### config.mk
export PLATFORM = sky130hd
export DESIGN_NAME = ocf_burst_reader
export DESIGN_NICKNAME = d
export VERILOG_FILES = /design/src/rtl/ocf_burst_reader.sv
export SDC_FILE = /design/constraint.sdc
export NUM_CORES = 1
export LEC_CHECK = 0
export ABC_AREA = 1
export CORE_UTILIZATION = 51
export CTS_CLUSTER_SIZE = 24
export DETAILED_ROUTE_END_ITERATION = 16
export PLACE_DENSITY = 0.91
export SYNTH_ARGS = -nofsm -noshare
export SYNTH_HDL_FRONTEND = slang
export SYNTH_SLANG_ARGS = --single-unit
### constraint.sdc
create_clock -name clock -period 4.8 [get_ports clock]
set_clock_uncertainty 0.1 [all_clocks]
set_input_delay 0.48 -clock clock [delete_from_list [all_inputs] [get_ports clock]]
set_output_delay 0.48 -clock clock [all_outputs]
set_load 0.02 [all_outputs]
### src/rtl/ocf_burst_reader.sv
// rtl/ocf_burst_reader.sv - Avalon-MM burst read initiator for the on-chip flash IP
//
// Accepts a read job (start word address, word count), polls the OCF status
// register until the flash reports idle, then reads the range in data-port
// bursts of at most MAX_BURST words and streams every returned word out.
//
// Ports
//   clock, reset_n             clock, asynchronous active-low reset
//   req_valid/req_ready        job handshake; req_addr/req_len latched on accept
//   dout_valid/dout_data       one strobe per returned word, no backpressure
//   busy/done/err              job status; done/err are one-cycle pulses
//   avmm_csr_*                 status-register read port (write side held 0)
//   avmm_data_*                burst read port (write side held 0)
module ocf_burst_reader #(
  parameter int MAX_BURST = 8,
  parameter int POLL_MAX  = 1024,
  parameter int BEAT_TO   = 256
) (
  input  logic        clock,
  input  logic        reset_n,
  input  logic        req_valid,
  output logic        req_ready,
  input  logic [17:0] req_addr,
  input  logic [17:0] req_len,
  output logic        dout_valid,
  output logic [31:0] dout_data,
  output logic        busy,
  output logic        done,
  output logic        err,
  output logic        avmm_csr_addr,
  output logic        avmm_csr_read,
  output logic        avmm_csr_write,
  output logic [31:0] avmm_csr_writedata,
  input  logic [31:0] avmm_csr_readdata,
  output logic [17:0] avmm_data_addr,
  output logic        avmm_data_read,
  output logic        avmm_data_write,
  output logic [31:0] avmm_data_writedata,
  output logic [3:0]  avmm_data_burstcount,
  input  logic        avmm_data_waitrequest,
  input  logic [31:0] avmm_data_readdata,
  input  logic        avmm_data_readdatavalid
);

  localparam int PW = $clog2(POLL_MAX + 1);
  localparam int IW = $clog2(BEAT_TO + 1);

  typedef enum logic [2:0] {
    S_IDLE, S_CSR_RD, S_CSR_CHK, S_ISSUE, S_DATA, S_DONE, S_ERR
  } state_t;

  state_t          r_state, w_next;
  logic [17:0]     r_cur_addr;
  logic [17:0]     r_remaining;
  logic [3:0]      r_beats;
  logic [PW-1:0]   r_poll_cnt;
  logic [IW-1:0]   r_idle_cnt;
  logic            r_dout_valid;
  logic [31:0]     r_dout_data;

  logic            w_accept;
  logic [18:0]     w_end;
  logic            w_range_bad;
  logic            w_csr_idle;
  logic            w_poll_last;
  logic            w_beat;
  logic            w_idle_last;
  logic [3:0]      w_burst;
  logic            w_unused_csr;

  assign w_accept    = req_valid && (r_state == S_IDLE);
  // 19-bit end address so a range ending exactly at 2^18 is legal and anything past it is caught.
  assign w_end       = {1'b0, req_addr} + {1'b0, req_len};
  assign w_range_bad = (req_len == 18'd0) || (w_end > 19'h40000);
  assign w_csr_idle  = (avmm_csr_readdata[1:0] == 2'b00);
  assign w_poll_last = (r_poll_cnt == PW'(POLL_MAX - 1));
  assign w_beat      = (r_state == S_DATA) && avmm_data_readdatavalid;
  assign w_idle_last = (r_idle_cnt == IW'(BEAT_TO - 1));
  assign w_burst     = (r_remaining > 18'(MAX_BURST)) ? 4'(MAX_BURST) : r_remaining[3:0];
  assign w_unused_csr = ^avmm_csr_readdata[31:2];

  assign avmm_csr_addr       = 1'b0;
  assign avmm_csr_write      = 1'b0;
  assign avmm_csr_writedata  = 32'd0;
  assign avmm_data_write     = 1'b0;
  assign avmm_data_writedata = 32'd0;
  assign dout_valid          = r_dout_valid;
  assign dout_data           = r_dout_data;

  always_ff @(posedge clock or negedge reset_n) begin
    if (!reset_n) r_state <= S_IDLE;
    else          r_state <= w_next;
  end

  always_comb begin
    w_next               = r_state;
    req_ready            = 1'b0;
    busy                 = 1'b0;
    done                 = 1'b0;
    err                  = 1'b0;
    avmm_csr_read        = 1'b0;
    avmm_data_read       = 1'b0;
    avmm_data_addr       = 18'd0;
    avmm_data_burstcount = 4'd0;
    case (r_state)
      S_IDLE: begin
        req_ready = 1'b1;
        if (w_accept) w_next = w_range_bad ? S_ERR : S_CSR_RD;
      end
      S_CSR_RD: begin
        busy          = 1'b1;
        avmm_csr_read = 1'b1;
        w_next        = S_CSR_CHK;
      end
      S_CSR_CHK: begin
        busy = 1'b1;
        if (w_csr_idle)       w_next = S_ISSUE;
        else if (w_poll_last) w_next = S_ERR;
        else                  w_next = S_CSR_RD;
      end
      S_ISSUE: begin
        // Command fields come straight from registers, so they cannot move during a stall.
        busy                 = 1'b1;
        avmm_data_read       = 1'b1;
        avmm_data_addr       = r_cur_addr;
        avmm_data_burstcount = w_burst;
        if (!avmm_data_waitrequest) w_next = S_DATA;
      end
      S_DATA: begin
        busy = 1'b1;
        // r_remaining was already reduced when this burst was issued.
        if (w_beat) begin
          if (r_beats == 4'd1) w_next = (r_remaining == 18'd0) ? S_DONE : S_ISSUE;
        end else if (w_idle_last) begin
          w_next = S_ERR;
        end
      end
      S_DONE: begin
        done   = 1'b1;
        w_next = S_IDLE;
      end
      S_ERR: begin
        err    = 1'b1;
        w_next = S_IDLE;
      end
      default: w_next = S_IDLE;
    endcase
  end

  always_ff @(posedge clock or negedge reset_n) begin
    if (!reset_n) begin
      r_cur_addr   <= 18'd0;
      r_remaining  <= 18'd0;
      r_beats      <= 4'd0;
      r_poll_cnt   <= '0;
      r_idle_cnt   <= '0;
      r_dout_valid <= 1'b0;
      r_dout_data  <= 32'd0;
    end else begin
      r_dout_valid <= w_beat;
      if (w_beat) r_dout_data <= avmm_data_readdata;
      case (r_state)
        S_IDLE: begin
          if (w_accept) begin
            r_cur_addr  <= req_addr;
            r_remaining <= req_len;
            r_poll_cnt  <= '0;
          end
        end
        S_CSR_CHK: begin
          if (!w_csr_idle) r_poll_cnt <= r_poll_cnt + 1'b1;
        end
        S_ISSUE: begin
          if (!avmm_data_waitrequest) begin
            r_beats     <= w_burst;
            r_cur_addr  <= r_cur_addr + 18'(w_burst);
            r_remaining <= r_remaining - 18'(w_burst);
            r_idle_cnt  <= '0;
          end
        end
        S_DATA: begin
          if (w_beat) begin
            r_beats    <= r_beats - 4'd1;
            r_idle_cnt <= '0;
          end else begin
            r_idle_cnt <= r_idle_cnt + 1'b1;
          end
        end
        default: ;
      endcase
    end
  end

endmodule

* Word-level counts from Yosys, hierarchy flattened
Index checks and enable logic that the tools add are counted.
W data, S select, Z words.
** Storage, ports and cells
- Output and inout bits :: 128
- Flip-flop bits (word level) :: 96
** Cells by class
- Eq/ne operators :: 15
- Muxes and demuxes :: 34
- Magnitude comparators :: 2
- Reduce and logical (&&, ||, !) cells :: 16
- Add/sub/neg operators :: 6
** Operator list (number)
- $mux W18 :: 5
- $pmux W18 S2 :: 2
- $logic_not A18 Y1 :: 2
- $mux W3 :: 9
- $mux W11 :: 2
- $pmux W11 S2 :: 1
- $add A18 B18 Y19 :: 1
- $gt A19 B19 Y1 const B :: 1
- $add A18 B4 Y18 :: 1
- $gt A18 B4 Y1 const B :: 1
- $mux W9 :: 2
- $pmux W9 S2 :: 1
- $sub A18 B4 Y18 :: 1
- $mux W4 :: 4
- $pmux W3 S5 :: 1
- $add A11 B1 Y11 const B :: 1
- $eq A11 B10 Y1 const B :: 1
- $add A9 B1 Y9 const B :: 1
- $eq A3 B3 Y1 const B :: 3
- $eq A9 B8 Y1 const B :: 1
- $reduce_and A3 Y1 :: 3
- $ne A2 B2 Y1 const B :: 4
- $pmux W4 S2 :: 1
- $eq A3 B2 Y1 const B :: 2
- other kinds (14) :: 22

* Longest topological paths before layout
Gate-level depths: netlist of the first run.
- Depth in word-level cells :: 6
- Mapped depth :: 23
- Depth with buffers taken out :: 22

* Least setup slack after synthesis of the first run
OpenSTA, ideal clock, no wires.
- Kind :: register -> register
- Start :: register r_remaining[8]
- End :: register r_cur_addr[16]
- Cell stages (with the launch flop) :: 21
- Buffers on the path :: 1
- Clock period less this slack :: 2985 ps
- Setup slack :: 1815 ps
- Arrival :: 2799 ps
- Path through :: dfrtp_1 > nor2_1 > nand2_1 > nor2_1 > nand2_1 > o31ai_1 > nand2_1 > buf_6 > nor2_1 > inv_1 > ha_1 > inv_1 > o21ai_1 > a31oi_1 > nor3_2 > nand2_1 > nor2_1 > nand2_1 > nor2_1 > nand3_1 > a32oi_1
** Between the ends
- Longest elaborated chain between the ends :: 5
** RTL lines
- from (decl) :: RTL line 54 : logic [17:0] r_remaining;
- from (signal assigned) :: RTL line 166 : r_remaining <= req_len;
- from (signal assigned) :: RTL line 177 : r_remaining <= r_remaining - 18'(w_burst);
- $gt A18 B4 Y1 :: RTL line 79 : assign w_burst = (r_remaining > 18'(MAX_BURST)) ? 4'(MAX_BURST) : r_remaining[3:0];
- $mux W4 :: RTL line 79
- $add A18 B4 Y18 :: RTL line 176 : r_cur_addr <= r_cur_addr + 18'(w_burst);
- $mux W18 :: RTL line 174 : if (!avmm_data_waitrequest) begin
- $pmux W18 S2 :: RTL line 162 : case (r_state)
- to (signal assigned) :: RTL line 165 : r_cur_addr <= req_addr;
- to (signal assigned) :: RTL line 176
- to (decl) :: RTL line 53 : logic [17:0] r_cur_addr;
Every way passes these cells. The select of a mux whose other input is x is not followed.
A chain may end at the register's enable or synchronous reset.

* Final worst setup path of the first run
- Start :: register r_remaining[10]
- End :: register r_cur_addr[17]
The elaborated chain is that of the path after synthesis.

==> qor.json, run 1 <==
{
  "die-area": {"value": 14400, "unit": "um^2"},
  "maxSlewViolCount": {"value": 0},
  "required_time_of_the_worst_setup_path": {"value": 4.93, "unit": "ns"},
  "antenna_found_initial": {"value": 0},
  "final_cell_mix": {"value": "nand2_1, inv_1, clkdlybuf4s50_1, nor2_1, dfrtp_1"},
  "grt_remaining_overflow": {"value": 0},
  "power_density": {"value": 500, "unit": "nW/um^2"},
  "critPathKind": {"value": "reg2reg"},
  "finalHoldWorstSlack": {"value": 0.108, "unit": "ns"},
  "seqPwrFrac": {"value": 31.9, "unit": "%"},
  "layout_net_count": {"value": 1307},
  "tritoncts.num_buffers": {"value": 9},
  "total_leakage_power": {"value": 0.00441, "unit": "uW"},
  "cts_tree": {"value": "done"},
  "synth.distinct_cells": {"value": 48},
  "final-hold-violation-count": {"value": 0},
  "clk_pin_slew": {"value": 0.07, "unit": "ns"},
  "dp.final_hpwl": {"value": 14100, "unit": "um"},
  "synth_enable_flop_cells": {"value": 0},
  "fp.dieH": {"value": 120, "unit": "um"},
  "internal-power": {"value": 2410, "unit": "uW"},
  "switching_power": {"value": 1930, "unit": "uW"},
  "crit_fanout": {"value": 11},
  "endpoint_kind": {"value": "flip-flop"},
  "grt_setup_unrepaired": {"value": "no"},
  "grt_start_max_net_pins": {"value": 61},
  "wl_per_cell": {"value": 13.9, "unit": "um"},
  "die-width": {"value": 120, "unit": "um"},
  "detail_route.vias_per_cell": {"value": 5.18},
  "fmax": {"value": 265, "unit": "MHz"},
  "layout_commonest_cell": {"value": "nand2_1"},
  "power.switching_fraction": {"value": 44.5, "unit": "%"},
  "cts-htree-levels": {"value": 3},
  "cp_max_stage_cell": {"value": "dfrtp_1"},
  "setup_viol": {"value": 0},
  "ys_dominant_reg_cell": {"value": "dfrtp_1"},
  "critical_path.most_common_cell": {"value": "nand2_1"},
  "area_delta_synth_final": {"value": 22.0, "unit": "%"},
  "diodes": {"value": 0},
  "floorplan.initialDensity": {"value": 53.0, "unit": "%"},
  "drt_pre_antenna_iters": {"value": 5},
  "synth.yosys.seq_area_share": {"value": 33.8, "unit": "%"},
  "port_buffers": {"value": 135},
  "power.ir.vdd_worst": {"value": 0.000341, "unit": "V"},
  "ctsResizeCount": {"value": 0},
  "clockRootBuffer": {"value": "clkbuf_16"},
  "track_usage": {"value": 26.9, "unit": "%"},
  "cts.sinks": {"value": 96},
  "status": {"value": "finished clean"},
  "clk_latency": {"value": 0.34, "unit": "ns"},
  "design.core.area": {"value": 13400, "unit": "um^2"},
  "finalNonFillerCells": {"value": 1353},
  "power.combinational.fraction": {"value": 50.0, "unit": "%"},
  "cts_hold_repair.buffers": {"value": 0},
  "finalWeightedCongestion": {"value": 0.916},
  "final_period_minus_worst_setup_slack": {"value": 3.77, "unit": "ns"},
  "worstPathCellList": {"value": "nor2_1 > nand2_1 > nor2_1 > nand2_1 > o31ai_1 > nand2_1 > nor2_1 > ha_1 > nand3_1 > nand3_1 > nand2_1 > nand2_1 > nand2_1 > nor2_1 > nand3_1 > nor3_2 > nand2_1 > o21ai_0 > nand3_1 > o21ai_1 > inv_1"},
  "worstHoldPathType": {"value": "in2async"},
  "route.final.wire_length": {"value": 18800, "unit": "um"},
  "syn_area": {"value": 7100, "unit": "um^2"},
  "syn-instance-count": {"value": 1047},
  "fin_crit_sh": {"value": 78.5, "unit": "%"},
  "setup_total_negative_slack": {"value": 0, "unit": "ns"},
  "routed_vias": {"value": 7005},
  "fill_cell_total_of_the_finished_layout": {"value": 1210},
  "slowest_delay": {"value": 0.43, "unit": "ns"},
  "async_set_or_reset_register_ratio_after_synthesis": {"value": 100, "unit": "%"},
  "final_layout_size_suffix_gt1_share": {"value": 4.08, "unit": "%"},
  "clockBufferDepth": {"value": 2},
  "worst_slew_pin_slew": {"value": 0.766, "unit": "ns"},
  "power_frac_clock": {"value": 18.1, "unit": "%"},
  "kind_of_launch_point_of_the_worst_setup_path": {"value": "flip-flop"},
  "grt_first_pass_wirelength": {"value": 31100, "unit": "um"},
  "maxCapViolations": {"value": 0},
  "placedCellCount": {"value": 1337},
  "detail_route.iter0.violations": {"value": 574},
  "placement_row_count": {"value": 42},
  "final_antenna_net_count": {"value": 0},
  "worst_ep_arrival_time": {"value": 3.90, "unit": "ns"},
  "yosysWarnings": {"value": 0},
  "timing.slew.headroom": {"value": 48.9, "unit": "%"},
  "post_synth.cell_area_avg": {"value": 6.79, "unit": "um^2"},
  "post_cts_setup_buffer_count": {"value": 0},
  "io_pins": {"value": 233},
  "remaining_drc_errors": {"value": 0},
  "number_of_global_route_vias_before_repair": {"value": 6552},
  "synth_seq_cells": {"value": 96}
}
-- synthesized netlist by cell type, types with 5 or more instances --
library cell,number,share of area [%]
ha_1,28,4.9
a32oi_1,5,0.62
nor2_2,8,0.70
nand4_1,13,1.1
nor3_1,18,1.3
nand2_1,309,16
a21oi_1,43,3.0
o21ai_0,42,3.0
clkbuf_1,15,0.79
buf_4,68,7.2
o22ai_1,10,0.88
inv_1,138,7.3
nor4_1,7,0.62
nand3b_1,6,0.63
dfrtp_1,96,34
a31oi_1,7,0.62
o21ai_1,16,1.1
nor2_1,100,5.3
nand3_1,56,3.9
xor2_1,5,0.62
inv_2,7,0.37
-- stage by stage --
step / worst slack [ns] / cell area [um^2] / util, % / total power, uW
6_report: 1.03 / 8670 / 64.7 / 4340
5_1_grt: 0.615 / 8670 / 64.7 / 4660
4_1_cts: 1.11 / 8670 / 64.7 / 4340
3_5_place_dp: 1.11 / 8340 / 62.3 / 3520
3_3_place_gp: 1.25 / 8340 / 62.3 / 3440
2_1_floorplan: 1.81 / 7360 / - / 2820
-- worst paths after layout --
path	from	to	slack, ns	depth (start not counted)
max	r_remaining[10]	r_cur_addr[17]	1.03	21
min	reset_n	r_poll_cnt[5]	0.11	1
max reg2reg	r_remaining[10]	r_cur_addr[17]	1.03	21
min reg2reg	dout_data[20]	dout_data[20]	0.37	2
max in group asynchronous	reset_n	dout_data[13]	3.51	2
min in group clock	dout_data[20]	dout_data[20]	0.37	2
-- layer usage --
metal  global-route usage [%]  vias to the layer above  wire (um)
met5                        0                        -          0
met4                     9.92                        0        520
met3                     4.85                       42       1120
met2                     45.3                      252       9250
met1                     34.3                     3241       7910
li1                         -                     3470          -
-- power by group through the flow --
stage	clock, uW	combinational (uW)	sequential (uW)
6_report	785	2170	1380
5_1_grt	832	2410	1420
4_1_cts	796	2160	1380
3_5_place_dp	0	2130	1380
3_3_place_gp	0	2070	1370
2_1_floorplan	0	1330	1490
-- flip-flops by register name, indices dropped and copies added (netlist names) --
signal       flops
r_idle_cnt       9
dout_data       32
dout_valid       1
r_beats          4
r_cur_addr      18
r_remaining     18
r_state          3
r_poll_cnt      11
-- worst max-delay path: cells and delay by family, from the launching register on --
kind | cells | cell delay, ns
AOI/OAI and AO/OA | 3 | 0.46
DFF | 1 | 0.43
buffers and inverters | 1 | 0.05
and+or+nand+nor | 16 | 2.45
adders and majority gates | 1 | 0.19
-- logic make-up (layout without fill, tap and decap cells) --
logic type                 Yosys count  count (layout)  share of synthesized area (%)
other                                1              68                         0.0528
xor gates and xnor gates             8               8                          0.986
AOI/OAI and AO/OA                  144             144                           11.6
DFF                                 96              96                           33.8
adders and majority gates           30              30                           5.49
and+or+nand+nor                    530             530                           31.6
buffers and inverters              238             301                           16.4
-- layout make-up --
cell class,instances,area (um^2),area share (%)
multi-input cells,780,3790,43.7
flip-flops and latches,96,2400,27.7
repair buffers,140,1390,16.0
inverters,145,544,6.28
clock buffers,9,225,2.60
well taps,176,220,2.54
clock inverters,7,101,1.17
No activity file was read; power rests on OpenSTA's default activity.
==> run 2, diff against run 1 <==
--- a/config.mk
+++ b/config.mk
@@ -6,10 +6,10 @@
 export NUM_CORES = 1
 export LEC_CHECK = 0
 export ABC_AREA = 1
-export CORE_UTILIZATION = 51
+export CORE_UTILIZATION = 43
 export CTS_CLUSTER_SIZE = 24
 export DETAILED_ROUTE_END_ITERATION = 16
-export PLACE_DENSITY = 0.91
+export PLACE_DENSITY = 0.82
 export SYNTH_ARGS = -nofsm -noshare
 export SYNTH_HDL_FRONTEND = slang
 export SYNTH_SLANG_ARGS = --single-unit
==> constraint.sdc (replaced) <==
create_clock -name clock -period 3 [get_ports clock]
set_clock_uncertainty 0.1 [all_clocks]
set_input_delay 0.3 -clock clock [delete_from_list [all_inputs] [get_ports clock]]
set_output_delay 0.3 -clock clock [all_outputs]
set_load 0.02 [all_outputs]
==> qor.json, run 2 (synthesis gave the netlist of run 1 again) <==
{
  "status": {"value": "complete, but fails checks"},
  "violations": {"value": "setup timing"},
  "maxSlewViolCount": {"value": 0, "change": "unchanged"},
  "io_pins": {"value": 233, "change": "unchanged"},
  "fill_cell_total_of_the_finished_layout": {"value": 1433, "change": "+18%"},
  "detail_route.iter0.violations": {"value": 566, "change": "-1.4%"},
  "largest_register_ff_count": {"value": 32, "change": "unchanged"},
  "timing.critical_path.max_delay_family": {"value": "simple AND/OR/NAND/NOR gates"},
  "detail_route.vias_per_cell": {"value": 5.00, "change": "-3.4%"},
  "power.ir.vdd_worst": {"value": 0.000516, "unit": "V", "change": "+51%"},
  "fin_crit_sh": {"value": 107, "unit": "%", "change": "+28 points"},
  "worstPathCellList": {"value": "nor2_4 > nand2_1 > nor2_1 > nand2_1 > o31ai_4 > nand2_4 > buf_12 > nor2_4 > buf_6 > fa_2 > a31oi_2 > nor3_2 > buf_4 > nand3_1 > a22oi_1 > o311ai_0 > o21ai_1 > inv_1"},
  "drt_pre_antenna_iters": {"value": 6, "change": "+1"},
  "finalWeightedCongestion": {"value": 0.953, "change": "+4.0%"},
  "critPathKind": {"value": "reg2reg"},
  "final_period_minus_worst_setup_slack": {"value": 3.20, "unit": "ns", "change": "-0.562 ns"},
  "number_of_global_route_vias_before_repair": {"value": 6667, "change": "+1.8%"},
  "grt_setup_unrepaired": {"value": "yes"},
  "grt_first_pass_wirelength": {"value": 31700, "unit": "um", "change": "+1.8%"},
  "required_time_of_the_worst_setup_path": {"value": 3.14, "unit": "ns", "change": "-1.79 ns"},
  "dp.final_hpwl": {"value": 14600, "unit": "um", "change": "+4.0%"},
  "die-area": {"value": 17000, "unit": "um^2", "change": "+18%"},
  "setup_viol": {"value": 9, "change": "+9"},
  "final_antenna_net_count": {"value": 0, "change": "unchanged"},
  "kind_of_launch_point_of_the_worst_setup_path": {"value": "flip-flop"},
  "floorplan.initialDensity": {"value": 44.4, "unit": "%", "change": "-8.6 points"},
  "crit_fanout": {"value": 6, "change": "-5"},
  "total_leakage_power": {"value": 0.00480, "unit": "uW", "change": "+8.7%"},
  "worst_ep_arrival_time": {"value": 3.35, "unit": "ns", "change": "-0.55 ns"},
  "fp.dieH": {"value": 131, "unit": "um", "change": "+8.8%"},
  "internal-power": {"value": 4080, "unit": "uW", "change": "+70%"},
  "worstPathBufferInverterCount": {"value": 4, "change": "+3"},
  "design.core.area": {"value": 16000, "unit": "um^2", "change": "+19%"},
  "track_usage": {"value": 23.6, "unit": "%", "change": "-3.3 points"},
  "clockBufferDepth": {"value": 2, "change": "unchanged"},
  "endpoint_kind": {"value": "flip-flop"},
  "tritoncts.num_buffers": {"value": 9, "change": "unchanged"},
  "finalNonFillerCells": {"value": 1456, "change": "+7.6%"},
  "slowest_delay": {"value": 0.41, "unit": "ns", "change": "-0.02 ns"},
  "cp_max_stage_cell": {"value": "dfrtp_1"},
  "power_frac_clock": {"value": 15.2, "unit": "%", "change": "-2.9 points"},
  "power.combinational.fraction": {"value": 54.6, "unit": "%", "change": "+4.6 points"},
  "cts-htree-levels": {"value": 3, "change": "unchanged"},
  "layout_commonest_cell": {"value": "nand2_1"},
  "final-hold-violation-count": {"value": 0, "change": "unchanged"},
  "route.final.wire_length": {"value": 19900, "unit": "um", "change": "+5.7%"},
  "fmax": {"value": 312, "unit": "MHz", "change": "+18%"},
  "power.switching_fraction": {"value": 44.5, "unit": "%", "change": "about the same"},
  "seqPwrFrac": {"value": 30.2, "unit": "%", "change": "-1.7 points"},
  "area_delta_synth_final": {"value": 32.3, "unit": "%"},
  "worst_slew_pin_slew": {"value": 0.693, "unit": "ns", "change": "-0.0734 ns"},
  "wl_per_cell": {"value": 13.6, "unit": "um", "change": "-1.8%"},
  "grt_start_max_net_pins": {"value": 56, "change": "-8.2%"},
  "die-width": {"value": 131, "unit": "um", "change": "+8.8%"},
  "worstHoldPathType": {"value": "reg2reg"},
  "antenna_found_initial": {"value": 0, "change": "unchanged"},
  "final_cell_mix": {"value": "nand2_1, inv_1, clkdlybuf4s50_1, dfrtp_1, nor2_1"},
  "routed_vias": {"value": 7282, "change": "+4.0%"},
  "detailed_place.area": {"value": 8820, "unit": "um^2", "change": "+5.7%"},
  "cts_tree": {"value": "done"},
  "final_layout_size_suffix_gt1_share": {"value": 11.3, "unit": "%", "change": "+7.2 points"},
  "placement_row_count": {"value": 46, "change": "+9.5%"},
  "worst_slack": {"value": -0.205, "unit": "ns", "change": "-1.24 ns"},
  "port_buffers": {"value": 135, "change": "unchanged"},
  "switching_power": {"value": 3270, "unit": "uW", "change": "+69%"},
  "timing.slew.headroom": {"value": 53.8, "unit": "%", "change": "+4.9 points"},
  "grt_remaining_overflow": {"value": 0, "change": "unchanged"},
  "final_design_area_no_fill": {"value": 9400, "unit": "um^2", "change": "+8.4%"},
  "cts.sinks": {"value": 96, "change": "unchanged"},
  "clk_pin_slew": {"value": 0.07, "unit": "ns", "change": "about the same"},
  "clk_latency": {"value": 0.35, "unit": "ns", "change": "about the same"},
  "remaining_drc_errors": {"value": 0, "change": "unchanged"},
  "maxCapViolations": {"value": 0, "change": "unchanged"},
  "clockRootBuffer": {"value": "clkbuf_16"},
  "power_density": {"value": 782, "unit": "nW/um^2", "change": "+56%"},
  "diodes": {"value": 0, "change": "unchanged"},
  "layout_net_count": {"value": 1370, "change": "+4.8%"},
  "placedCellCount": {"value": 1430, "change": "+7.0%"}
}
## run 2: final timing paths
path                                 endpoint  cells past startpoint  slack, ns            start
worst min-delay path            dout_data[20]                      2       0.37    dout_data[20]
worst max register to register  r_cur_addr[8]                     18      -0.20  r_remaining[12]
max in group asynchronous       dout_data[29]                      3       1.67          reset_n
worst max-delay path            r_cur_addr[8]                     18      -0.20  r_remaining[12]
worst min register to register  dout_data[20]                      2       0.37    dout_data[20]
min in group asynchronous       r_cur_addr[5]                      2       0.44          reset_n
## run 2: cell type report
cell class              count  area, um^2  area share [%]
inverters                 145         544            5.79
flip-flops and latches     96        2400            25.6
multi-input cells         780        3990            42.5
clock buffers              13         270            2.88
clock inverters             3        15.0           0.160
repair buffers            203        1910            20.3
well taps                 216         270            2.88
## run 2: metal layers
| metal | track usage [%] | wire [um] | part of all wire [%] | vias to the layer above |
|---|---|---|---|---|
| li1 | - | - | - | 3599 |
| met1 | 30.6 | 8460 | 43 | 3341 |
| met2 | 39.4 | 9640 | 49 | 289 |
| met3 | 4.60 | 1230 | 6.2 | 53 |
| met4 | 7.84 | 543 | 2.7 | 0 |
| met5 | 0 | 0 | 0 | - |
## run 2: power groups by stage
stage               logic, uW  registers [uW]  clock network, uW
global route             4430            2280               1200
CTS                      3850            2180               1140
finish                   4010            2220               1120
global placement         3720            2150                  0
floorplan                2120            2390                  0
detailed placement       3790            2180                  0
## run 2: per-stage QoR
step / TNS [ns] / power (uW) / hold slack (ns) / setup slack [ns] / utilization [%]
global placement: -0.670 / 5880 / 0.285 / -0.129 / 55.1
detailed placement: -1.97 / 5970 / 0.284 / -0.272 / 55.1
floorplan: 0 / 4510 / -0.0956 / 0.0150 / -
finish: -1.09 / 7350 / 0.371 / -0.205 / 58.7
CTS: -0.121 / 7170 / 0.373 / -0.0424 / 57.4
global route: -3.00 / 7910 / 0.390 / -0.340 / 58.7
## run 2: worst min-delay path, stage by stage, from the launching register on
cell and delay, ns:
dfrtp_1 0.34, nand2_1 0.05, nand2_1 0.05
## run 2: what timing repair did
action / 4_1_cts / 5_1_grt
hold buffers: 1 / 0
endpoints found under the setup margin: 14 / 16
resized for setup: 18 / 39
setup buffers: 2 / 7
hold endpoints to repair: 50 / 0
pin swaps: 1 / 10
==> run 3, diff against run 2 <==
--- a/config.mk
+++ b/config.mk
@@ -6,10 +6,11 @@
 export NUM_CORES = 1
 export LEC_CHECK = 0
 export ABC_AREA = 1
+export CORE_MARGIN = 2
 export CORE_UTILIZATION = 43
 export CTS_CLUSTER_SIZE = 24
 export DETAILED_ROUTE_END_ITERATION = 16
-export PLACE_DENSITY = 0.82
+export PLACE_DENSITY = 0.75
 export SYNTH_ARGS = -nofsm -noshare
 export SYNTH_HDL_FRONTEND = slang
 export SYNTH_SLANG_ARGS = --single-unit
==> qor.json, run 3 (synthesis gave the netlist of run 1 again) <==
{
  "status": {"value": "complete, but fails checks"},
  "violations": {"value": "setup timing"},
  "fmax": {"value": 322, "unit": "MHz", "change": "+3.2%"},
  "drt_pre_antenna_iters": {"value": 6, "change": "unchanged"},
  "endpoint_kind": {"value": "flip-flop"},
  "power_density": {"value": 783, "unit": "nW/um^2", "change": "+0.11%"},
  "worstPathCellList": {"value": "nor2_4 > nand2_1 > nor2_1 > nand2_1 > o31ai_2 > nand2_2 > buf_6 > nor2_4 > ha_4 > nand3_4 > nand3_2 > nand2_2 > nand2_2 > nand2_4 > nor2_4 > nand3_4 > nor3_4 > nand2_2 > o21ai_2 > nand3_1 > o21ai_1 > inv_1"},
  "detail_route.iter0.violations": {"value": 590, "change": "+4.2%"},
  "worstHoldPathType": {"value": "in2async"},
  "cts-htree-levels": {"value": 3, "change": "unchanged"},
  "worstPathBufferInverterCount": {"value": 2, "change": "-2"},
  "timing.slew.headroom": {"value": 59.5, "unit": "%", "change": "+5.7 points"},
  "critical_path.most_common_cell": {"value": "nand2_2"},
  "worst_slew_pin_slew": {"value": 0.607, "unit": "ns", "change": "-0.0860 ns"},
  "route.final.wire_length": {"value": 20100, "unit": "um", "change": "+1.0%"},
  "worst_ep_arrival_time": {"value": 3.23, "unit": "ns", "change": "-0.12 ns"},
  "grt_setup_unrepaired": {"value": "yes"},
  "placement_row_count": {"value": 46, "change": "unchanged"},
  "cts.sinks": {"value": 96, "change": "unchanged"},
  "maxSlewViolCount": {"value": 0, "change": "unchanged"},
  "fill_cell_total_of_the_finished_layout": {"value": 1486, "change": "+3.7%"},
  "largest_register_ff_count": {"value": 32, "change": "unchanged"},
  "total_leakage_power": {"value": 0.00479, "unit": "uW", "change": "-0.18%"},
  "critPathKind": {"value": "reg2reg"},
  "remaining_drc_errors": {"value": 0, "change": "unchanged"},
  "finalWeightedCongestion": {"value": 0.923, "change": "-3.1%"},
  "clockRootBuffer": {"value": "clkbuf_16"},
  "final_antenna_net_count": {"value": 0, "change": "unchanged"},
  "clk_latency": {"value": 0.34, "unit": "ns", "change": "about the same"},
  "maxCapViolations": {"value": 0, "change": "unchanged"},
  "kind_of_launch_point_of_the_worst_setup_path": {"value": "flip-flop"},
  "layout_commonest_cell": {"value": "nand2_1"},
  "detail_route.vias_per_cell": {"value": 4.93, "change": "-1.3%"},
  "grt_remaining_overflow": {"value": 0, "change": "unchanged"},
  "preCtsSetupSlack": {"value": -0.267, "unit": "ns", "change": "+0.00471 ns"},
  "grt_first_pass_wirelength": {"value": 32400, "unit": "um", "change": "+2.4%"},
  "design.core.area": {"value": 16000, "unit": "um^2", "change": "unchanged"},
  "dp.final_hpwl": {"value": 15000, "unit": "um", "change": "+2.3%"},
  "die-area": {"value": 17600, "unit": "um^2", "change": "+3.1%"},
  "antenna_found_initial": {"value": 0, "change": "unchanged"},
  "seqPwrFrac": {"value": 29.9, "unit": "%", "change": "-0.3 points"},
  "io_pins": {"value": 233, "change": "unchanged"},
  "area_delta_synth_final": {"value": 33.2, "unit": "%"},
  "switching_power": {"value": 3270, "unit": "uW", "change": "+0.16%"},
  "tritoncts.num_buffers": {"value": 9, "change": "unchanged"},
  "crit_fanout": {"value": 4, "change": "-2"},
  "setup_viol": {"value": 10, "change": "+1"},
  "power.combinational.fraction": {"value": 54.8, "unit": "%", "change": "+0.2 points"},
  "fin_crit_sh": {"value": 104, "unit": "%", "change": "-3.3 points"},
  "final_period_minus_worst_setup_slack": {"value": 3.11, "unit": "ns", "change": "-0.0991 ns"},
  "power.switching_fraction": {"value": 44.2, "unit": "%", "change": "-0.30 points"},
  "layout_net_count": {"value": 1377, "change": "+0.51%"},
  "number_of_global_route_vias_before_repair": {"value": 6695, "change": "+0.42%"},
  "routed_vias": {"value": 7219, "change": "-0.87%"},
  "fp.dieH": {"value": 133, "unit": "um", "change": "+1.5%"},
  "wl_per_cell": {"value": 13.7, "unit": "um", "change": "+0.53%"},
  "grt_start_max_net_pins": {"value": 59, "change": "+5.4%"},
  "final_cell_mix": {"value": "nand2_1, inv_1, clkdlybuf4s50_1, dfrtp_1, nor2_1"},
  "timing.critical_path.max_delay_family": {"value": "simple AND/OR/NAND/NOR gates"},
  "clockBufferDepth": {"value": 2, "change": "unchanged"},
  "floorplan.initialDensity": {"value": 44.4, "unit": "%", "change": "unchanged"},
  "cts_tree": {"value": "done"},
  "power_frac_clock": {"value": 15.3, "unit": "%", "change": "about the same"},
  "clk_pin_slew": {"value": 0.07, "unit": "ns", "change": "about the same"},
  "required_time_of_the_worst_setup_path": {"value": 3.13, "unit": "ns", "change": "about the same"},
  "slowest_delay": {"value": 0.42, "unit": "ns", "change": "about the same"},
  "die-width": {"value": 133, "unit": "um", "change": "+1.5%"},
  "diodes": {"value": 0, "change": "unchanged"},
  "port_buffers": {"value": 135, "change": "unchanged"},
  "power.ir.vdd_worst": {"value": 0.000452, "unit": "V", "change": "-12%"},
  "finish.utilization": {"value": 59.2, "unit": "%", "change": "+0.43 points"},
  "internal-power": {"value": 4130, "unit": "uW", "change": "+1.4%"},
  "final-hold-violation-count": {"value": 0, "change": "unchanged"},
  "cp_max_stage_cell": {"value": "dfrtp_1"},
  "worst_slack": {"value": -0.106, "unit": "ns", "change": "+0.0991 ns"},
  "track_usage": {"value": 22.4, "unit": "%", "change": "-1.2 points"},
  "final_layout_size_suffix_gt1_share": {"value": 12.5, "unit": "%", "change": "+1.2 points"}
}
==> run 3: area by class of cell <==
| class | instances | area (um^2) | share of cell area, % |
|---|---|---|---|
| Multi-Input combinational cell | 780 | 4010 | 42.4 |
| Sequential cell | 96 | 2400 | 25.4 |
| Timing Repair Buffer | 210 | 1950 | 20.6 |
| Inverter | 145 | 544 | 5.75 |
| Tap cell | 216 | 270 | 2.86 |
| Clock buffer | 11 | 233 | 2.46 |
| Clock inverter | 5 | 57.6 | 0.608 |
==> run 3: final timing paths <==
check | slack, ns | from | cells past startpoint | to
max | -0.11 | r_remaining[12] | 22 | r_cur_addr[17]
min | 0.35 | reset_n | 2 | r_poll_cnt[4]
max reg2reg | -0.11 | r_remaining[12] | 22 | r_cur_addr[17]
min reg2reg | 0.37 | dout_data[11] | 2 | dout_data[11]
max in group asynchronous | 1.76 | reset_n | 3 | r_cur_addr[9]
min in group clock | 0.37 | dout_data[11] | 2 | dout_data[11]
==> run 3: routing by layer <==
metal	wire, um	track usage, %	vias to the layer above	share of wire [%]
li1	-	-	3606	-
met1	8640	30.0	3326	43
met2	9650	36.9	243	48
met3	1130	3.33	44	5.6
met4	648	8.00	0	3.2
met5	0	0	-	0
==> run 3: power by group through the flow <==
stage | logic [uW] | registers [uW] | clock network, uW
finish | 4060 | 2210 | 1130
global route | 4490 | 2270 | 1210
CTS | 3940 | 2180 | 1160
detailed placement | 3790 | 2170 | 0
global placement | 3730 | 2150 | 0
floorplan | 2120 | 2390 | 0
==> run 3: stage by stage <==
stage	cells	power (uW)	TNS [ns]	area, um^2	hold slack [ns]
floorplan	1114	4510	0	7360	-0.0956
global placement	1429	5880	-0.408	8810	0.193
detailed placement	1429	5960	-1.86	8810	0.190
CTS	1457	7290	-0.420	9330	0.369
global route	1463	7980	-3.00	9470	0.395
finish	1463	7410	-0.514	9470	0.354
==> run 3: what timing repair did <==
| item | CTS | global route |
|---|---|---|
| setup endpoints to repair | 13 | 16 |
| hold endpoints to repair | 33 | 0 |
| pin swaps | 17 | 24 |
| resized for setup | 39 | 28 |
| buffers inserted | 11 | 6 |
| hold buffers | 1 | 0 |
